`src/rtl/execute_mc.sv`:
```
// execute_mc: multi-cycle execute unit with a valid/ready handshake.
// Single-cycle ALU ops complete in one cycle. MUL/MULHU use an iterative
// shift-add unit. DIVU/REMU use a restoring divider that is present only
// when EXECUTE_MC_DIV_EN is defined; otherwise those ops are illegal.
//
// state | meaning
// IDLE  | no op in flight, ready to accept
// BUSY  | iterating a multi-cycle op, counter running down
// DONE  | result/flags/illegal presented with out_valid=1
module execute_mc #(
  parameter int WIDTH = 32
) (
  input  logic             clk,
  input  logic             rst,
  input  logic             flush,
  input  logic             in_valid,
  output logic             in_ready,
  input  logic [4:0]       op,
  input  logic [WIDTH-1:0] a,
  input  logic [WIDTH-1:0] b,
  output logic             out_valid,
  input  logic             out_ready,
  output logic [WIDTH-1:0] result,
  output logic [1:0]       fl,
  output logic             illegal,
  output logic             busy
);

  localparam int SW = $clog2(WIDTH);
  localparam int CW = SW + 1;
  localparam logic [CW-1:0] CNT_LOAD = CW'(WIDTH);
  localparam logic [CW-1:0] CNT_ONE  = CW'(1);

  typedef enum logic [1:0] {
    IDLE = 2'd0,
    BUSY = 2'd1,
    DONE = 2'd2
  } state_t;

  state_t             state_q, state_d;
  logic [CW-1:0]      cnt_q, cnt_d;
  logic [2*WIDTH-1:0] acc_q, acc_d;
  logic [4:0]         op_q, op_d;
  logic [WIDTH-1:0]   a_q, a_d;
  logic [WIDTH-1:0]   result_q, result_d;
  logic [1:0]         fl_q, fl_d;
  logic               illegal_q, illegal_d;
`ifdef EXECUTE_MC_DIV_EN
  logic [WIDTH-1:0]   b_q, b_d;
`endif

  logic               accept;
  logic               is_multi;
  logic               wr;
  logic [SW-1:0]      sh;
  logic [WIDTH-1:0]   sc_res;
  logic               sc_ill;
  logic [WIDTH:0]     mul_sum;
  logic [2*WIDTH-1:0] mul_next;
  logic [2*WIDTH-1:0] step_next;
  logic [WIDTH-1:0]   busy_res;
`ifdef EXECUTE_MC_DIV_EN
  logic [WIDTH:0]     div_sh;
  logic [WIDTH-1:0]   div_sub;
  logic               div_ge;
  logic [2*WIDTH-1:0] div_next;
`endif

  assign in_ready  = (state_q == IDLE) | ((state_q == DONE) & out_ready);
  assign accept    = in_valid & in_ready & ~flush;
  assign out_valid = (state_q == DONE);
  assign busy      = (state_q == BUSY);
  assign result    = result_q;
  assign fl        = fl_q;
  assign illegal   = illegal_q;
  assign sh        = b[SW-1:0];

  // Classify the incoming op: which ones take the iterative path.
  always_comb begin
    is_multi = 1'b0;
    case (op)
      5'd16, 5'd17: is_multi = 1'b1;
`ifdef EXECUTE_MC_DIV_EN
      5'd18, 5'd19: is_multi = 1'b1;
`endif
      default:      is_multi = 1'b0;
    endcase
  end

  // Single-cycle ALU result; anything unsupported yields 0 and illegal.
  always_comb begin
    sc_res = '0;
    sc_ill = 1'b0;
    case (op)
      5'd0:    sc_res = a + b;
      5'd1:    sc_res = a - b;
      5'd2:    sc_res = a & b;
      5'd3:    sc_res = a | b;
      5'd4:    sc_res = a ^ b;
      5'd5:    sc_res = ~a;
      5'd6:    sc_res = a << sh;
      5'd7:    sc_res = a >> sh;
      5'd8:    sc_res = $unsigned($signed(a) >>> sh);
      5'd9:    sc_res = b;
      default: sc_ill = 1'b1;
    endcase
  end

  // One iteration of the multi-cycle datapath, selected by the latched op.
  // Multiply: hi half accumulates a, whole accumulator shifts right.
  // Divide: hi half is the partial remainder, lo half shifts quotient in.
  always_comb begin
    mul_sum  = {1'b0, acc_q[2*WIDTH-1:WIDTH]} + (acc_q[0] ? {1'b0, a_q} : '0);
    mul_next = {mul_sum, acc_q[WIDTH-1:1]};
`ifdef EXECUTE_MC_DIV_EN
    div_sh   = {acc_q[2*WIDTH-1:WIDTH], acc_q[WIDTH-1]};
    div_ge   = (div_sh >= {1'b0, b_q});
    div_sub  = div_sh[WIDTH-1:0] - b_q;
    div_next = div_ge ? {div_sub, acc_q[WIDTH-2:0], 1'b1}
                      : {div_sh[WIDTH-1:0], acc_q[WIDTH-2:0], 1'b0};
`endif
    step_next = mul_next;
    busy_res  = mul_next[WIDTH-1:0];
    case (op_q)
      5'd17: busy_res = mul_next[2*WIDTH-1:WIDTH];
`ifdef EXECUTE_MC_DIV_EN
      5'd18: begin
        step_next = div_next;
        busy_res  = div_next[WIDTH-1:0];
      end
      5'd19: begin
        step_next = div_next;
        busy_res  = div_next[2*WIDTH-1:WIDTH];
      end
`endif
      default: busy_res = mul_next[WIDTH-1:0];
    endcase
  end

  // Next-state, counter and output-register logic; flush overrides all.
  always_comb begin
    state_d   = state_q;
    cnt_d     = cnt_q;
    acc_d     = acc_q;
    op_d      = op_q;
    a_d       = a_q;
    result_d  = result_q;
    fl_d      = fl_q;
    illegal_d = illegal_q;
    wr        = 1'b0;
`ifdef EXECUTE_MC_DIV_EN
    b_d       = b_q;
`endif
    case (state_q)
      BUSY: begin
        acc_d = step_next;
        cnt_d = cnt_q - CNT_ONE;
        if (cnt_q == CNT_ONE) begin
          result_d  = busy_res;
          illegal_d = 1'b0;
          wr        = 1'b1;
          state_d   = DONE;
        end
      end
      DONE: begin
        if (out_ready) state_d = IDLE;
      end
      default: state_d = state_q;
    endcase
    if (accept) begin
      op_d = op;
      a_d  = a;
`ifdef EXECUTE_MC_DIV_EN
      b_d  = b;
`endif
      if (is_multi) begin
        state_d = BUSY;
        cnt_d   = CNT_LOAD;
        if (op[1]) acc_d = {{WIDTH{1'b0}}, a};
        else       acc_d = {{WIDTH{1'b0}}, b};
      end else begin
        state_d   = DONE;
        result_d  = sc_res;
        illegal_d = sc_ill;
        wr        = 1'b1;
      end
    end
    if (wr) fl_d = {result_d[WIDTH-1], (result_d == '0)};
    if (flush) begin
      state_d = IDLE;
      cnt_d   = '0;
    end
  end

  // State and datapath registers with synchronous reset.
  always_ff @(posedge clk) begin
    if (rst) begin
      state_q   <= IDLE;
      cnt_q     <= '0;
      acc_q     <= '0;
      op_q      <= '0;
      a_q       <= '0;
      result_q  <= '0;
      fl_q      <= 2'b00;
      illegal_q <= 1'b0;
`ifdef EXECUTE_MC_DIV_EN
      b_q       <= '0;
`endif
    end else begin
      state_q   <= state_d;
      cnt_q     <= cnt_d;
      acc_q     <= acc_d;
      op_q      <= op_d;
      a_q       <= a_d;
      result_q  <= result_d;
      fl_q      <= fl_d;
      illegal_q <= illegal_d;
`ifdef EXECUTE_MC_DIV_EN
      b_q       <= b_d;
`endif
    end
  end

endmodule

```
`config.mk`:
```
export PLATFORM = sky130hd
export DESIGN_NAME = execute_mc
export DESIGN_NICKNAME = d
export VERILOG_FILES = /design/src/rtl/execute_mc.sv
export SDC_FILE = /design/constraint.sdc
export NUM_CORES = 1
export LEC_CHECK = 0
export BUFFER_PORTS_ARGS = -buffer_cell sky130_fd_sc_hd__buf_2
export CELL_PAD_IN_SITES_DETAIL_PLACEMENT = 0
export CELL_PAD_IN_SITES_GLOBAL_PLACEMENT = 2
export CORE_MARGIN = 2
export CORE_UTILIZATION = 38
export CTS_BUF_LIST = sky130_fd_sc_hd__clkbuf_4 sky130_fd_sc_hd__clkbuf_8
export DETAILED_ROUTE_END_ITERATION = 8
export GPL_ROUTABILITY_DRIVEN = 0
export PLACE_DENSITY_LB_ADDON = 0.1
export SLEW_MARGIN = 20
export SYNTH_ARGS = -nofsm -noshare
export SYNTH_HDL_FRONTEND = slang
export SYNTH_SLANG_ARGS = --single-unit
```
`constraint.sdc`:
```
create_clock -name clk -period 7.4 [get_ports clk]
set_clock_uncertainty 0.15 [all_clocks]
set_input_delay 0.37 -clock clk [delete_from_list [all_inputs] [get_ports clk]]
set_output_delay 0.37 -clock clk [all_outputs]
set_load 0.02 [all_outputs]
```
==> metrics <==
status finished clean; row count 77; Slew HR 0.1859; die area 46650 um2; Sw Share 0.3879; fin util 0.4131; Seq/Total Area, Yosys 0.1688; Post-DP HPWL 60780 um; Post-Syn Instances 2258; Post-route DRC 0; antenna violations before repair 0; Vias 18280; LEAKAGE 7.410 nW; Power Density 124.5 nW/um2; Pre-Repair DR Iteration Count 8; routed vias/inst 6.456; cell mode on critical path nand2_1; Syn Area/Cell 7.563 um2; I/O pins 112; number of synthesized register bits 144; Clock transition at path regs 0.09 ns; DR WL/cell 27.83 um; Max Fanout on Critical Path 19; Area Overhead vs Synth 7.217%; dominant cell type by area after synthesis dfxtp_1; die height 216.0 um; Worst Hold Launch flush; final hold violation count 0; post-synthesis cell area 17080 um2; period utilisation layout 0.7404; top-count cell post-synth nand2_1; Worst EP required 7.67 ns; Fillers 4692; CP Cell Sequence buf_2 -> nor3_1 -> nand2_1 -> a21o_1 -> fa_1 -> nor2b_1 -> o2111ai_1 -> a211oi_1 -> o21a_1 -> o21ai_0 -> o41ai_1 -> xor2_1 -> a221oi_1 -> nand2_1 -> or4_1 -> o31ai_2; Worst path max stage delay 1.06 ns; ys async rst share 0; sw power 0.8841 mW; Worst Setup End Kind register; worst skew pair latency 0.49 ns; Worst setup startpoint op[4]; Post-synth top cells nand2_1, nor2_1, a21oi_1; max cap viols 0; combinational cell fraction of total power 0.354; prevailing post-synth register cell dfxtp_1; Worst Setup Start Kind input port; Post-synth EDFFs 0; fin. max-slew vios 0; Clock Sinks 144; Die Span X 216.0 um; CTS Hold Bufs 0; Core ar. 44320 um2; Post-CTS Resized 0; routed wire length 78810 um; starting DRC count in detailed routing 2275; TNS Setup 0 ns; synth warn 0; largest net degree at the start of global routing 69; slowest CP cell o41ai_1; Flop pwr share 0.354; Setup Fix Bufs, Post-CTS 0; Post-Syn Nets 2469; crit path DAT 5.75 ns; worst slew pin tran 1.205 ns; root buffer cell clkbuf_8; Pint 1.395 mW; FMAX 0.1825 GHz; CTS buffer count 17; first-pass GRT wire length 115900 um; CTS Buffer Depth 2; Yosys cell types 94; vias in the first global route 17140; worst setup path class input port to register; final setup vio count 0; Starting Density 0.3853; # nets final 2438; CTS tree built; All-Layer GR Usage 0.3298; Max VDD drop 0.1280 mV; number of routed nets with antenna violations 0; share of the synthesized area in the top cell type 0.1688; Multi-input gate area 13060 um2; largest cells by area after synthesis dfxtp_1, ha_1, mux2i_1; fin crit period 5.479 ns; unrepaired setup endpoints after global routing false; # H-tree levels 4; Reg-to-Reg Start acc_q[0]; flip-flop and latch area 2884 um2; grt ovf 0; Min-Delay Path Class input port to register; Port Buf Inserts 111; tightest hold margin 0.04099 ns; fraction of layout cells with a size suffix above 1 0.1188; Clock Power Share 0.291
-- per-layer routing --
metal  GRT usage  vias to the layer above  wire (um)
met4      0.1658                        0       4234
li1            -                     8316          -
met3     0.04961                      206       6153
met1      0.4525                     8880      34350
met2      0.5020                      882      34070
met5           0                        -          0
-- worst max-delay path: cells and delay by family --
kind,cells,cell delay (ns)
AO/OA/AOI/OAI,8,2.87
buffers and inverters,1,0.20
XOR/XNOR,1,0.15
adder cells (fa/ha/maj),1,0.42
AND/OR/NAND/NOR,5,1.70
-- layout by cell type (no fill, tap or decap), drive strengths merged, types with 18 or more instances in the layout --
cell      n
nand2   246
nor2    184
a21oi   166
buf     154
dfxtp   144
ha      135
mux2i   103
a211oi   93
inv      91
o21ai    83
nor2b    62
xnor2    61
nand3    50
mux4     43
and2     40
o211ai   36
nor3     34
o22ai    32
nand4    31
a21o     30
a221oi   27
xor2     26
a31oi    24
mux2     22
a22oi    18
-- power groups by stage --
stage	logic [mW]	clock network, mW	registers, mW
floorplan	0.509	0	0.827
global placement	0.780	0	0.825
detailed placement	0.780	0	0.826
CTS	0.784	0.680	0.808
global route	0.858	0.709	0.810
finish	0.807	0.664	0.808
-- path summary, 6_finish.rpt --
check / slack, ns / cells after the start / endpoint
worst max-delay path: 1.92 / 16 / fl[0]
worst min-delay path: 0.04 / 2 / cnt_q[0]
worst max register to register: 2.38 / 14 / fl[0]
worst min register to register: 0.30 / 2 / a_q[24]
-- final cells by class --
type	count	share of cell area
Multi-Input combinational cell	1820	0.7133
Clock buffer	17	0.01278
Antenna cell	1	0.0001367
Tap cell	592	0.04046
Sequential cell	144	0.1575
Inverter	90	0.01845
Clock inverter	14	0.009157
Timing Repair Buffer	154	0.04825
-- state kept, by name (all words and copies together) (netlist names) --
signal,cells
op_q,5
cnt_q,6
a_q,32
result,32
fl,2
acc_q,64
state_q,2
illegal,1
-- logic make-up (layout without fill, tap and decap cells) --
| logic type | after synthesis | after routing | share of synthesized area |
|---|---|---|---|
| AOI/OAI and AO/OA | 687 | 687 | 0.2787 |
| xor gates and xnor gates | 87 | 87 | 0.04462 |
| adders and majority gates | 137 | 137 | 0.1013 |
| buffers and inverters | 294 | 275 | 0.06851 |
| DFF | 144 | 144 | 0.1688 |
| muxes | 168 | 168 | 0.1316 |
| other | 0 | 1 | 0 |
| and+or+nand+nor | 741 | 741 | 0.2065 |
-- per-stage QoR --
| step | total power [mW] | area (um2) | cells | setup WS [ns] |
|---|---|---|---|---|
| 2_1_floorplan | 1.336 | 17080 | 2258 | 1.998 |
| 3_3_place_gp | 1.606 | 17900 | 2800 | 1.576 |
| 3_5_place_dp | 1.606 | 17900 | 2800 | 1.507 |
| 4_1_cts | 2.271 | 18310 | 2831 | 2.038 |
| 5_1_grt | 2.376 | 18310 | 2831 | 1.597 |
| 6_report | 2.279 | 18310 | 2832 | 1.921 |
Note: power is estimated with default switching activity, not from simulation.
